==> src/rtl/multicycle_control_fsm_pkg.sv <==
// Shared encodings for the multicycle control FSM: opcodes, ALUOp codes, mux selects,
// state encoding and the control-word layout passed from the output decoder to the top.
package multicycle_control_fsm_pkg;

    localparam logic [5:0] OP_RTYPE = 6'b000000;
    localparam logic [5:0] OP_LW    = 6'b100011;
    localparam logic [5:0] OP_SW    = 6'b101011;
    localparam logic [5:0] OP_BEQ   = 6'b000100;
    localparam logic [5:0] OP_J     = 6'b000010;
    localparam logic [5:0] OP_ADDI  = 6'b001000;

    localparam logic [1:0] ALUOP_ADD  = 2'b00;
    localparam logic [1:0] ALUOP_SUB  = 2'b01;
    localparam logic [1:0] ALUOP_FUNC = 2'b10;

    localparam logic [1:0] SRCB_B     = 2'b00;
    localparam logic [1:0] SRCB_FOUR  = 2'b01;
    localparam logic [1:0] SRCB_IMM   = 2'b10;
    localparam logic [1:0] SRCB_IMMSH = 2'b11;

    localparam logic [1:0] PCSRC_ALU    = 2'b00;
    localparam logic [1:0] PCSRC_ALUOUT = 2'b01;
    localparam logic [1:0] PCSRC_JUMP   = 2'b10;

    typedef enum logic [3:0] {
        S_IDLE   = 4'd0,
        S_FETCH  = 4'd1,
        S_DECODE = 4'd2,
        S_MEMADR = 4'd3,
        S_MEMRD  = 4'd4,
        S_MEMWR  = 4'd5,
        S_MEMWB  = 4'd6,
        S_EXEC   = 4'd7,
        S_RWB    = 4'd8,
        S_BRANCH = 4'd9,
        S_JUMP   = 4'd10,
        S_ADDIEX = 4'd11,
        S_ADDIWB = 4'd12
    } state_t;

    typedef struct packed {
        logic [1:0] alu_op;
        logic       alu_src_a;
        logic [1:0] alu_src_b;
        logic       pc_write;
        logic       pc_write_cond;
        logic       iord;
        logic       mem_read;
        logic       mem_write;
        logic       ir_write;
        logic       memto_reg;
        logic       reg_write;
        logic       reg_dst;
        logic [1:0] pc_source;
        logic       instr_done;
    } ctrl_t;

    localparam int CTRL_W = $bits(ctrl_t);

endpackage

==> src/rtl/mcfsm_output_decode.sv <==
// Combinational state -> control word map; zero latency. Only the memory-handshake strobes
// (IRWrite/PCWrite in FETCH, instr_done in MEMWR) look at mem_ready; everything else is Moore.
module mcfsm_output_decode
    import multicycle_control_fsm_pkg::*;
#(
    parameter int FCW = 4
) (
    input  logic [3:0]        i_state,
    input  logic [FCW-1:0]    i_funct,
    input  logic              i_mem_ready,
    output logic [CTRL_W-1:0] o_ctrl,
    output logic [FCW-1:0]    o_func_code
);

    ctrl_t w_c;

    always_comb begin
        w_c         = '0;
        o_func_code = '0;
        case (state_t'(i_state))
            S_FETCH: begin
                w_c.mem_read  = 1'b1;
                w_c.alu_src_b = SRCB_FOUR;
                w_c.alu_op    = ALUOP_ADD;
                w_c.pc_source = PCSRC_ALU;
                w_c.ir_write  = i_mem_ready;
                w_c.pc_write  = i_mem_ready;
            end
            S_DECODE: w_c.alu_src_b = SRCB_IMMSH;
            S_MEMADR, S_ADDIEX: begin
                w_c.alu_src_a = 1'b1;
                w_c.alu_src_b = SRCB_IMM;
            end
            S_MEMRD: begin
                w_c.mem_read = 1'b1;
                w_c.iord     = 1'b1;
            end
            S_MEMWR: begin
                w_c.mem_write  = 1'b1;
                w_c.iord       = 1'b1;
                w_c.instr_done = i_mem_ready;
            end
            S_MEMWB: begin
                w_c.reg_write  = 1'b1;
                w_c.memto_reg  = 1'b1;
                w_c.instr_done = 1'b1;
            end
            S_EXEC: begin
                w_c.alu_src_a = 1'b1;
                w_c.alu_src_b = SRCB_B;
                w_c.alu_op    = ALUOP_FUNC;
                o_func_code   = i_funct;
            end
            S_RWB: begin
                w_c.reg_write  = 1'b1;
                w_c.reg_dst    = 1'b1;
                w_c.instr_done = 1'b1;
            end
            // Zero[0] gating of the PC write is done in the datapath
            S_BRANCH: begin
                w_c.alu_src_a     = 1'b1;
                w_c.alu_op        = ALUOP_SUB;
                w_c.pc_write_cond = 1'b1;
                w_c.pc_source     = PCSRC_ALUOUT;
                w_c.instr_done    = 1'b1;
            end
            S_JUMP: begin
                w_c.pc_write   = 1'b1;
                w_c.pc_source  = PCSRC_JUMP;
                w_c.instr_done = 1'b1;
            end
            S_ADDIWB: begin
                w_c.reg_write  = 1'b1;
                w_c.instr_done = 1'b1;
            end
            default: ;
        endcase
    end

    assign o_ctrl = w_c;

endmodule

==> src/rtl/multicycle_control_fsm.sv <==
// Multicycle main control: FETCH/DECODE/EXEC/MEM/WB sequencing; lw 5, sw/R 4, beq/j 3 cycles unstalled.
// Stalls in FETCH/MEMRD/MEMWR until mem_ready. Define MCFSM_ADDI_EN to decode addi (001000).
module multicycle_control_fsm
    import multicycle_control_fsm_pkg::*;
#(
    parameter int OPW = 6,
    parameter int FCW = 4
) (
    input  logic           clk,
    input  logic           rst,
    input  logic [OPW-1:0] Opcode,
    input  logic [FCW-1:0] Funct,
    input  logic [1:0]     Zero,
    input  logic           mem_ready,
    output logic [1:0]     ALUOp,
    output logic [FCW-1:0] FuncCode,
    output logic           ALUSrcA,
    output logic [1:0]     ALUSrcB,
    output logic           PCWrite,
    output logic           PCWriteCond,
    output logic           IorD,
    output logic           MemRead,
    output logic           MemWrite,
    output logic           IRWrite,
    output logic           MemtoReg,
    output logic           RegWrite,
    output logic           RegDst,
    output logic [1:0]     PCSource,
    output logic           instr_done,
    output logic           illegal_op
);

    state_t            r_state;
    state_t            w_next;
    logic              r_illegal;
    logic              w_illegal_dec;
    logic [CTRL_W-1:0] w_ctrl_bits;
    ctrl_t             w_ctrl;
    logic [FCW-1:0]    w_func_code;
    logic              w_unused_zero;

    // Zero only qualifies the PC write inside the datapath
    assign w_unused_zero = ^Zero;

    always_ff @(posedge clk or posedge rst) begin
        if (rst) begin
            r_state   <= S_IDLE;
            r_illegal <= 1'b0;
        end else begin
            r_state <= w_next;
            if (w_illegal_dec)
                r_illegal <= 1'b1;
        end
    end

    always_comb begin
        w_next        = r_state;
        w_illegal_dec = 1'b0;
        case (r_state)
            S_IDLE:  w_next = S_FETCH;
            S_FETCH: if (mem_ready) w_next = S_DECODE;
            S_DECODE: begin
                if (Opcode == OPW'(OP_LW) || Opcode == OPW'(OP_SW))
                    w_next = S_MEMADR;
                else if (Opcode == OPW'(OP_RTYPE))
                    w_next = S_EXEC;
                else if (Opcode == OPW'(OP_BEQ))
                    w_next = S_BRANCH;
                else if (Opcode == OPW'(OP_J))
                    w_next = S_JUMP;
`ifdef MCFSM_ADDI_EN
                else if (Opcode == OPW'(OP_ADDI))
                    w_next = S_ADDIEX;
`endif
                else begin
                    w_illegal_dec = 1'b1;
                    w_next        = S_FETCH;
                end
            end
            S_MEMADR: w_next = (Opcode == OPW'(OP_SW)) ? S_MEMWR : S_MEMRD;
            S_MEMRD:  if (mem_ready) w_next = S_MEMWB;
            S_MEMWR:  if (mem_ready) w_next = S_FETCH;
            S_EXEC:   w_next = S_RWB;
            S_MEMWB, S_RWB, S_BRANCH, S_JUMP: w_next = S_FETCH;
`ifdef MCFSM_ADDI_EN
            S_ADDIEX: w_next = S_ADDIWB;
            S_ADDIWB: w_next = S_FETCH;
`endif
            default:  w_next = S_IDLE;
        endcase
    end

    mcfsm_output_decode #(.FCW(FCW)) u_decode (
        .i_state     (r_state),
        .i_funct     (Funct),
        .i_mem_ready (mem_ready),
        .o_ctrl      (w_ctrl_bits),
        .o_func_code (w_func_code)
    );

    assign w_ctrl      = ctrl_t'(w_ctrl_bits);
    assign ALUOp       = w_ctrl.alu_op;
    assign FuncCode    = w_func_code;
    assign ALUSrcA     = w_ctrl.alu_src_a;
    assign ALUSrcB     = w_ctrl.alu_src_b;
    assign PCWrite     = w_ctrl.pc_write;
    assign PCWriteCond = w_ctrl.pc_write_cond;
    assign IorD        = w_ctrl.iord;
    assign MemRead     = w_ctrl.mem_read;
    assign MemWrite    = w_ctrl.mem_write;
    assign IRWrite     = w_ctrl.ir_write;
    assign MemtoReg    = w_ctrl.memto_reg;
    assign RegWrite    = w_ctrl.reg_write;
    assign RegDst      = w_ctrl.reg_dst;
    assign PCSource    = w_ctrl.pc_source;
    // An undecoded opcode retires in DECODE itself
    assign instr_done  = w_ctrl.instr_done | w_illegal_dec;
    assign illegal_op  = r_illegal;

endmodule

==> config.mk <==
export PLATFORM = sky130hd
export DESIGN_NAME = multicycle_control_fsm
export DESIGN_NICKNAME = d
export VERILOG_FILES = /design/src/rtl/multicycle_control_fsm_pkg.sv /design/src/rtl/mcfsm_output_decode.sv /design/src/rtl/multicycle_control_fsm.sv
export SDC_FILE = /design/constraint.sdc
export NUM_CORES = 1
export LEC_CHECK = 0
export CORE_MARGIN = 5
export CORE_UTILIZATION = 25
export CTS_BUF_LIST = sky130_fd_sc_hd__clkbuf_8 sky130_fd_sc_hd__clkbuf_16
export CTS_CLUSTER_SIZE = 8
export DETAILED_ROUTE_END_ITERATION = 7
export PLACE_DENSITY = 0.7
export SYNTH_ARGS = -nofsm -noshare
export SYNTH_HDL_FRONTEND = slang
export SYNTH_SLANG_ARGS = --single-unit
export TNS_END_PERCENT = 100
==> constraint.sdc <==
create_clock -name clk -period 3.6 [get_ports clk]
set_clock_uncertainty 0.1 [all_clocks]
set_input_delay 0.36 -clock clk [delete_from_list [all_inputs] [get_ports clk]]
set_output_delay 0.36 -clock clk [all_outputs]
set_load 0.02 [all_outputs]
# Word level (Yosys, flattened, before mapping)

Index checks and enable logic that the tools add are counted.

Flip-flop bits (word level): 5
Latch bits: 0
Memory bits (writable): 0
ROM bits: 0
Word-level logic and storage cells: 62
Memories kept: 0

$add $sub $neg: 0
Multipliers: 0
Divide/modulo/power cells: 0
$lt $le $gt $ge: 0
Equality and inequality tests: 19
Shift-type cells: 0
Multiplexer cells: 29
Bitwise operators: 1
Reduce and logical (&&, ||, !) cells: 11

Operators by type and width:

| operator                                                         | count |
|---|---|
| 4-bit 2-to-1 mux                                                 | 8 |
| 4-bit one-hot mux with 7 select lines                            | 1 |
| 4-bit == test (second input constant)                            | 5 |
| 4-bit by 3-bit == test with 1-bit output (second input constant) | 4 |
| 1-bit 2-to-1 mux                                                 | 15 |
| 6-bit == test (second input constant)                            | 2 |
| 5-bit OR reduction                                               | 2 |
| 4-bit by 2-bit == test with 1-bit output (second input constant) | 2 |
| 2-bit one-hot mux with 2 select lines                            | 2 |
| 6-bit by 2-bit == test with 1-bit output (second input constant) | 1 |
| 6-bit by 3-bit == test with 1-bit output (second input constant) | 1 |
| 6-bit zero test                                                  | 1 |
| 2-bit != test (second input constant)                            | 3 |
| 2-bit one-hot mux with 3 select lines                            | 1 |
| 2-bit OR reduction                                               | 3 |
| 4-bit by 1-bit == test with 1-bit output (second input constant) | 1 |
| 4-bit zero test                                                  | 1 |
| 1-bit one-hot mux with 2 select lines                            | 2 |
| 4-bit OR reduction                                               | 1 |
| 3-bit AND reduction                                              | 1 |
| 3-bit OR reduction                                               | 1 |
| 1-bit logical OR                                                 | 1 |
| 1-bit OR                                                         | 1 |

# Logic depth before layout (Yosys ltp)

Gate-level depths: netlist (run 1).

Word-level depth: 7
Depth in mapped cells: 5

# Cells and area by module

A second synthesis (run 1) with hierarchy kept.

Cells, all modules: 84
Area, all modules: 679.4 sq um

Modules (own cells, without submodules):

| module                 | instances | cells each | area each (sq um) | sequential area each (sq um) |
|---|---|---|---|---|
| multicycle_control_fsm | 1         | 43         | 385.4             | 125.1 |
| mcfsm_output_decode    | 1         | 41         | 294.0             | 0.0 |

# Worst setup path after synthesis (run 1)

OpenSTA, ideal clock, no wires.

Path type: reg-to-output
Start: register r_state[2]
End: output instr_done
Arrival time: 1.430 ns
Slack: 1.710 ns
Stages on the path, launching flop included: 5
Path buffers: 1
Path through: dfrtp_1 buf_6 or4b_4 a221oi_2 a221o_1

Word-level cells in the longest chain between the ends: 4
Elaborated cells between the ends (all ways): 11
Classes of those cells: 7 x eq/ne; 2 x mux; 1 x bitwise; 1 x reduce/logical

RTL lines:

| item                                                                             | RTL line                      | RTL |
|---|---|---|
| start, declared                                                                  | multicycle_control_fsm.sv:33  | `state_t r_state;` |
| start signal, assigned                                                           | multicycle_control_fsm.sv:50  | `r_state <= w_next;` |
| 4-bit by 3-bit == test with 1-bit output / 4-bit == test (equally long branches) | mcfsm_output_decode.sv:20     | `case (state_t'(i_state))` |
| 5-bit OR reduction (no source line)                                              | -                             |  |
| 1-bit one-hot mux with 2 select lines                                            | mcfsm_output_decode.sv:20     |  |
| 1-bit OR *                                                                       | multicycle_control_fsm.sv:117 | `assign instr_done = w_ctrl.instr_done \| w_illegal_dec;` |
| end, declared                                                                    | multicycle_control_fsm.sv:29  | `output logic instr_done,` |

Every way passes the cells marked *; elsewhere a longest branch is shown, timed or not.

# Final worst setup path (run 1)

Start: register r_state[0]
End: output instr_done

The elaborated chain is that of the path after synthesis.

==> summary.md, run 1 <==
| Metric | Value |
|---|---|
| Peak VDD IR | 0.000235 V |
| Setup violations, final | 0 |
| Die area | 0.00346 mm2 |
| Number of synthesized flops with an enable pin | 0 |
| Average wire per standard cell | 12.6 um |
| Vias per Instance | 4.94 |
| Actual slew at the worst max-slew pin | 602 ps |
| Synthesized cell area | 597 um2 |
| Final period utilization | 80.1% |
| Setup tns final | 0 ps |
| Warnings, synthesis | 0 |
| Worst r2r dst | illegal_op |
| Pwr Density | 714 mW/mm2 |
| P&R area growth vs syn | 62.1% |
| Number of global-route vias before repair | 676 |
| CTS tree | yes |
| Top_reg_cell synth | dfrtp_1 |
| Register area share after synthesis | 21.0% |
| DR iter-0 viols | 13 |
| Fmax | 347 MHz |
| Synth unique cells | 35 |
| Final-report max-slew violation count | 0 |
| Gr ovfl total | 0 |
| Total CTS buffers | 3 |
| Num rows | 17 |
| Setup crit end | instr_done |
| Normalized max-slew margin | 59.9% |
| CORE AREA | 0.00225 mm2 |
| R2r setup slk | 1870 ps |
| Final #Nets | 126 |
| Final WS setup | 716 ps |
| Max-Cap Viols | 0 |
| Post-cts sizing count | 0 |
| Root Buffer | clkbuf_8 |
| Initial Utilization | 26.5% |
| Post-layout util | 42.9% |
| Crit-path max FO | 21 |
| Final antenna-violating net count | 0 |
| R2R depth | 3 |
| Final min period | 2880 ps |
| Antenna fix cells | 0 |
| GPL Wtd Cong | 0.804 |
| Hold Vio Cnt, Final | 0 |
| R2r startpoint | r_state[0] |
| Register bit total from synthesis | 5 |
| DRC | 0 |
| IO Port Bufs | 34 |
| CP endpoint kind | output pin |
| Largest net degree at the start of global routing | 22 |
| Drt first pass iters | 4 |
| RSZ-0062 raised after global routing | no |
| Crit Path Category | flip-flop to output pin |
| Synthesized net count | 95 |
| Finished Layout Cells | 138 |
| Clock sink total | 5 |
| Layout cells sized above 1 | 5.45% |
| Count leader, synth | nor2_1 |
| First-pass GRT wire length | 2.91 mm |
| Post-CTS setup repair buffer count | 0 |
| DP Wirelength | 1.37 mm |
| Leak | 0.390 nW |
| Via Count | 682 |
| H-tree depth | 1 |
| Die height | 58.9 um |
| DRT Wirelength | 1.73 mm |
| Tightest Hold Check Type | primary input to async pin |
| Placement Setup Slack | 846 ps |
| Avg Cell Area, Syn | 7.46 um2 |
| Cells after Synth | 80 |
| Synth top area share | 21.0% |
| CP Launch Type | flip-flop |
| Io pins | 37 |
| Clk_lat worst skew | 220 ps |
| Required time worst endpoint | 3140 ps |
| Max Buffers Root-to-Sink | 2 |
| Post-synth ARST share | 100% |
| Clock slew at reported path FFs | 40 ps |
| Post-CTS Hold Buffers | 0 |
| Placed instance count | 134 |
| Critical Path AT | 2420 ps |
| Antenna violations before repair | 0 |
| Outcome | finished, final reports clean |
| Min Hold Slack | 237 ps |
| CP startpoint | r_state[0] |
| Post-synth top cells | nor2_1 (7), and3_1 (6), nand2_1 (6), nor3_1 (6), dfrtp_1 (5) |
| Top cell type by total area after synthesis | dfrtp_1 |
| Final instance area | 967 um2 |
| Power Total | 0.690 mW |
| Cell Area, Placed | 922 um2 |
| GRT Overall Usage | 10.5% |
| Synth area leaders | dfrtp_1 (21%), and3_1 (6.3%), nor3_1 (5.0%), nor2_1 (4.4%), and2_1 (4.2%) |
| Die Wd | 58.9 um |
[area by class of cell]
type	count	area [um2]
tap	28	35.0
clock inverter	1	3.75
timing repair buffer	34	340
fill	244	1290
sequential	5	125
multi-input combinational	64	410
clock buffer	3	41.3
inverter	3	11.3
[power breakdown]
part	internal (mW)	switching, mW
Combinational	0.230	0.209
Sequential	0.0737	0.0777
Clock	0.0730	0.0265
Total	0.377	0.314
[how the worst min path moves through the flow]
| stage | start | endpoint | slack [ps] | cells after the start |
|---|---|---|---|---|
| final | rst | r_state[1] | 240 | 2 |
| after global routing | rst | r_state[1] | 280 | 2 |
| after CTS | rst | r_state[2] | 240 | 2 |
| after detailed placement | illegal_op | illegal_op | 360 | 1 |
| after global placement | illegal_op | illegal_op | 350 | 1 |
| after floorplan | rst | illegal_op | 40 | 1 |
[kinds of logic after synthesis]
family                    share of synthesized area [%]
xor gates and xnor gates                           4.40
muxes                                              1.68
AOI/OAI and AO/OA                                  21.0
buffers and inverters                              10.3
DFF                                                21.0
and+or+nand+nor                                    41.7
[layer usage]
| layer | part of all wire, % | vias up | global-route usage [%] |
|---|---|---|---|
| met4 | 0.81 | 0 | 5.83 |
| met5 | 0 | - | 0 |
| li1 | - | 345 | - |
| met1 | 39 | 309 | 11.5 |
| met2 | 50 | 26 | 18.5 |
| met3 | 9.4 | 2 | 2.41 |
[flip-flops by register name, summed over array words and instances, names as in the netlist]
signal	count
illegal_op	1
r_state	4
[placed cells by master (no fill, tap or decap), drive strengths merged, types with 2 or more instances in the layout]
cell           synthesis  layout
clkdlybuf4s50          0      34
nor2                   7       7
nand2                  6       6
nor3                   6       6
and3                   6       6
dfrtp                  5       5
inv                    3       4
nor2b                  4       4
and2                   4       4
a21oi                  3       3
nand2b                 3       3
clkbuf                 1       3
or2                    2       2
xor2                   2       2
a21o                   2       2
o21ai                  2       2
[worst max-delay path, cell delays in order, from the launching register on]
cell and delay, ps:
dfrtp_1 590, or4b_4 600, a221oi_2 240, a221o_1 160, clkdlybuf4s50_1 610
No activity file was read; power rests on OpenSTA's default activity.
==> inputs of run 2 (changes only) <==
--- a/config.mk
+++ b/config.mk
@@ -10,7 +10,7 @@
 export CTS_BUF_LIST = sky130_fd_sc_hd__clkbuf_8 sky130_fd_sc_hd__clkbuf_16
 export CTS_CLUSTER_SIZE = 8
 export DETAILED_ROUTE_END_ITERATION = 7
-export PLACE_DENSITY = 0.7
+export PLACE_DENSITY = 0.72
 export SYNTH_ARGS = -nofsm -noshare
 export SYNTH_HDL_FRONTEND = slang
 export SYNTH_SLANG_ARGS = --single-unit
==> constraint.sdc (replaced) <==
create_clock -name clk -period 2.3 [get_ports clk]
set_clock_uncertainty 0.1 [all_clocks]
set_input_delay 0.23 -clock clk [delete_from_list [all_inputs] [get_ports clk]]
set_output_delay 0.23 -clock clk [all_outputs]
set_load 0.02 [all_outputs]
==> summary.md, run 2 (synthesis gave the netlist of run 1 again) <==
| Metric | Value |
|---|---|
| Outcome | finished, final reports clean |
| Setup violations, final | 0 (unchanged) |
| Setup tns final | 0 ps (unchanged) |
| Final period utilization | 94.7% |
| Antenna violations before repair | 0 (unchanged) |
| Max reg flops | 4 (unchanged) |
| Total CTS buffers | 3 (unchanged) |
| Vias per Instance | 5.03 (+1.9%) |
| RSZ-0062 raised after global routing | no |
| P&R area growth vs syn | 73.0% |
| CTS tree | yes |
| Antenna fix cells | 0 (unchanged) |
| R2R depth | 3 (unchanged) |
| R2r setup slk | 840 ps (-1030 ps) |
| Clock sink total | 5 (unchanged) |
| Die height | 58.9 um (unchanged) |
| DP Wirelength | 1.45 mm (+5.6%) |
| Most common cell after layout, fill and taps aside | clkdlybuf4s50_1 |
| Worst r2r dst | illegal_op |
| Gr ovfl total | 0 (unchanged) |
| Peak VDD IR | 0.000392 V (+67%) |
| Final instance area | 0.00103 mm2 (+6.7%) |
| Max Buffers Root-to-Sink | 2 (unchanged) |
| Hold Vio Cnt, Final | 0 (unchanged) |
| Post-cts sizing count | 6 (+6) |
| Cell Area, Placed | 982 um2 (+6.5%) |
| DRC | 0 (unchanged) |
| Root Buffer | clkbuf_8 |
| Drt first pass iters | 4 (unchanged) |
| IO Port Bufs | 34 (unchanged) |
| First-pass GRT wire length | 3.00 mm (+3.1%) |
| Die Wd | 58.9 um (unchanged) |
| Initial Utilization | 26.5% (unchanged) |
| Final-report max-slew violation count | 0 (unchanged) |
| Via Count | 735 (+7.8%) |
| Io pins | 37 (unchanged) |
| Post-CTS Hold Buffers | 0 (unchanged) |
| Placed instance count | 142 (+6.0%) |
| Required time worst endpoint | 1970 ps (-1170 ps) |
| Leak | 0.472 nW (+21%) |
| Die area | 0.00346 mm2 (unchanged) |
| Most frequent cells in the layout | clkdlybuf4s50_1 (28), buf_4 (8), nor2_1 (7) |
| CP endpoint kind | output pin |
| Critical Path AT | 1850 ps (-570 ps) |
| Num rows | 17 (unchanged) |
| H-tree depth | 1 (unchanged) |
| DRT Wirelength | 1.84 mm (+6.4%) |
| Normalized max-slew margin | 70.5% (+11 points) |
| R2r startpoint | r_state[2] |
| Final antenna-violating net count | 0 (unchanged) |
| GRT Overall Usage | 11.0% (+0.54 points) |
| Actual slew at the worst max-slew pin | 439 ps (-163 ps) |
| Clk_lat worst skew | 220 ps (about the same) |
| CP Launch Type | flip-flop |
| Crit Path Category | flip-flop to output pin |
| Min Hold Slack | 108 ps (-129 ps) |
| Average wire per standard cell | 12.6 um (+0.57%) |
| Top reg by flops | r_state |
| Tightest Hold Check Type | primary input to async pin |
| Clock slew at reported path FFs | 40 ps (about the same) |
| Final min period | 2180 ps |
| DR iter-0 viols | 15 (+2) |
| Final #Nets | 134 (+6.3%) |
| CORE AREA | 0.00225 mm2 (unchanged) |
| Largest net degree at the start of global routing | 21 (-4.5%) |
| Power Total | 1.14 mW (+64%) |
| GPL Wtd Cong | 0.785 (-2.3%) |
| Number of global-route vias before repair | 695 (+2.8%) |
| Pwr Density | 1100 mW/mm2 (+54%) |
| Layout cells sized above 1 | 12.7% (+7.3 points) |
| Crit-path max FO | 2 (-90%) |
| Max-Cap Viols | 0 (unchanged) |
| Post-CTS setup repair buffer count | 0 (unchanged) |
| Fmax | 459 MHz |
| Fillers | 237 (-2.9%) |
| Finished Layout Cells | 146 (+5.8%) |
-- run 2: per-layer routing --
metal	track usage [%]	part of all wire (%)
met1	12.5	38
met2	18.9	52
met4	5.50	0
met5	0	0
met3	2.85	9.5
-- run 2: area by class of cell --
cell class              instances  area [um2]  share of cell area [%]
multi-input cells              64         418                    40.5
clock buffers                   3        41.3                    4.00
well taps                      28        35.0                    3.39
flip-flops and latches          5         125                    12.1
repair buffers                 42         398                    38.5
clock inverters                 1        3.75                   0.364
inverters                       3        11.3                    1.09
-- run 2: per-stage QoR --
stage               utilization (%)  setup WS, ps
detailed placement             43.6          -102
CTS                            45.4          52.6
finish                         45.8           121
floorplan                         -           540
global placement               43.6         -99.8
global route                   45.8          6.62
-- run 2: power breakdown --
group / leakage [nW] / switching, mW / internal [mW]
registers: 0.0598 / 0.0123 / 0.117
clock network: 0.0269 / 0.0409 / 0.114
logic: 0.386 / 0.454 / 0.397
total: 0.472 / 0.507 / 0.628
-- run 2: worst max-delay path by stage --
stage	from	end	slack, ps	cells past startpoint
floorplan	r_state[2]	instr_done	540	4
global placement	Opcode[4]	instr_done	-100	5
detailed placement	Opcode[4]	instr_done	-100	5
CTS	r_state[0]	PCWrite	50	5
global route	r_state[0]	ALUOp[1]	7	4
finish	r_state[2]	instr_done	120	4
-- run 2: critical path, stage by stage (launching register included) --
cell             delay, ps
dfrtp_1                370
or4b_4                 540
a221oi_2               250
a221o_1                170
clkdlybuf4s15_1        300
==> inputs of run 3 (changes only) <==
--- a/config.mk
+++ b/config.mk
@@ -6,11 +6,11 @@
 export NUM_CORES = 1
 export LEC_CHECK = 0
 export CORE_MARGIN = 5
-export CORE_UTILIZATION = 25
+export CORE_UTILIZATION = 32
 export CTS_BUF_LIST = sky130_fd_sc_hd__clkbuf_8 sky130_fd_sc_hd__clkbuf_16
 export CTS_CLUSTER_SIZE = 8
 export DETAILED_ROUTE_END_ITERATION = 7
-export PLACE_DENSITY = 0.72
+export PLACE_DENSITY = 0.86
 export SYNTH_ARGS = -nofsm -noshare
 export SYNTH_HDL_FRONTEND = slang
 export SYNTH_SLANG_ARGS = --single-unit
==> summary.md, run 3 (synthesis gave the netlist of run 1 again) <==
| Metric | Value |
|---|---|
| Crit Path Category | flip-flop to output pin |
| GPL Wtd Cong | 0.850 (+8.2%) |
| GRT Overall Usage | 14.0% (+2.9 points) |
| Die area | 0.00283 mm2 (-18%) |
| Final-report max-slew violation count | 0 (unchanged) |
| Final #Nets | 135 (+0.75%) |
| DP Wirelength | 1.44 mm (-0.31%) |
| Antenna fix cells | 0 (unchanged) |
| Required time worst endpoint | 1970 ps (about the same) |
| Clk_lat worst skew | 220 ps (about the same) |
| CP Launch Type | flip-flop |
| DRT Wirelength | 1.83 mm (-0.54%) |
| Slowest cell on crit path | or4b_4 |
| Gr ovfl total | 0 (unchanged) |
| H-tree depth | 1 (unchanged) |
| Fmax | 454 MHz (-1.0%) |
| Post-layout util | 59.6% (+14 points) |
| Die Wd | 53.2 um (-9.6%) |
| Number of global-route vias before repair | 685 (-1.4%) |
| Actual slew at the worst max-slew pin | 399 ps (-40.5 ps) |
| CORE AREA | 0.00175 mm2 (-23%) |
| Met1 Resource Use GR | 15.3% (+2.8 points) |
| CP endpoint kind | output pin |
| Peak VDD IR | 0.000448 V (+14%) |
| Met3 Use GR | 1.97% (-0.88 points) |
| DR iter-0 viols | 18 (+3) |
| Final min period | 2200 ps (+22.1 ps) |
| RSZ-0062 raised after global routing | no |
| Num rows | 15 (-2) |
| Average wire per standard cell | 12.7 um (+0.84%) |
| Max-Cap Viols | 0 (unchanged) |
| Layout cells sized above 1 | 13.4% (+0.73 points) |
| Hold Vio Cnt, Final | 0 (unchanged) |
| Normalized max-slew margin | 73.2% (+2.7 points) |
| Clock sink total | 5 (unchanged) |
| Drt first pass iters | 4 (unchanged) |
| Tightest Hold Check Type | primary input to async pin |
| Top reg by flops | r_state |
| Most frequent cells in the layout | clkdlybuf4s50_1 (28), buf_4 (8), nor2_1 (7) |
| Outcome | finished, final reports clean |
| R2R depth | 3 (unchanged) |
| IO Port Bufs | 34 (unchanged) |
| Grt peak-use layer | met2 |
| P&R area growth vs syn | 74.4% |
| Vias per Instance | 5.06 (+0.56%) |
| Max stage delay on crit path | 530 ps (about the same) |
| Setup tns final | 0 ps (unchanged) |
| Clock slew at reported path FFs | 40 ps (about the same) |
| Critical Path AT | 1870 ps (+20 ps) |
| Final period utilization | 95.7% (+0.96 points) |
| Max Buffers Root-to-Sink | 2 (unchanged) |
| Antenna violations before repair | 0 (unchanged) |
| Crit-path cells | or4b_4, a221oi_2, a221o_1, dlygate4sd2_1 |
| Initial Utilization | 34.2% (+7.7 points) |
| Final antenna-violating net count | 0 (unchanged) |
| Crit-path max FO | 2 (unchanged) |
| CTS tree | yes |
| Total CTS buffers | 3 (unchanged) |
| Io pins | 37 (unchanged) |
| Fillers | 163 (-31%) |
| Leak | 0.503 nW (+6.5%) |
| Met2 GRT Util | 24.4% (+5.5 points) |
| Root Buffer | clkbuf_8 |
| Die height | 53.2 um (-9.6%) |
| Largest net degree at the start of global routing | 21 (unchanged) |
| Pwr Density | 1090 mW/mm2 (-1.1%) |
| DRC | 0 (unchanged) |
| Most common cell after layout, fill and taps aside | clkdlybuf4s50_1 |
| Max reg flops | 4 (unchanged) |
| Setup violations, final | 0 (unchanged) |
| First-pass GRT wire length | 2.91 mm (-3.0%) |
| Via Count | 729 (-0.82%) |
[run 3: cell count changes in the layout (fill, tap and decap cells not counted), sizes merged]
cell and change:
buf +1, dlymetal6s2s +2, dlygate4sd2 -1, clkdlybuf4s15 -1
[run 3: where the power goes]
group	leakage (nW)	internal, mW	switching, mW
clock network	0.0269	0.114	0.0444
logic	0.416	0.396	0.445
registers	0.0598	0.117	0.0153
[run 3: path summary, 6_finish.rpt]
| check | start | endpoint | slack [ps] |
|---|---|---|---|
| max in group asynchronous | rst | illegal_op | 1840 |
| setup reg to reg | r_state[0] | illegal_op | 830 |
| setup / recovery | r_state[0] | instr_done | 100 |
| min in group clk | illegal_op | illegal_op | 370 |
| hold / removal | rst | r_state[1] | 100 |
| hold reg to reg | illegal_op | illegal_op | 370 |
[run 3: cell type report]
cell class,count,area (um2),share of cell area (%)
inverters,3,11.3,1.08
well taps,25,31.3,3.00
repair buffers,43,415,39.9
multi-input cells,64,413,39.7
clock inverters,1,3.75,0.361
flip-flops and latches,5,125,12.0
clock buffers,3,41.3,3.97
[run 3: metrics by stage]
stage	worst slack, ps	instances	instance area, um2	hold slack (ps)	power (mW)
global placement	-84.1	140	986	338	0.965
floorplan	540	80	597	-91.5	0.670
finish	98.9	144	1040	100	1.13
detailed placement	-99.3	140	986	341	0.972
CTS	0.877	144	1030	113	1.13
global route	23.4	144	1040	150	1.22
[run 3: timing repair]
| action | in CTS | in global routing |
|---|---|---|
| setup buffers | 0 | 0 |
| setup endpoints to repair | 5 | 4 |
| gates resized for setup | 4 | 4 |
| hold buffers | 0 | 0 |
[run 3: routing by layer]
metal / part of all wire (%) / routed length, um
met5: 0 / 0
met4: 2.0 / 36
met1: 40 / 729
met3: 7.9 / 144
met2: 50 / 923
[run 3: critical path: cells and delay by family, from the launching register on]
kind	cells	cell delay, ps
AO/OA/AOI/OAI	2	400
buffers and inverters	1	330
flip-flops	1	390
AND/OR/NAND/NOR	1	530
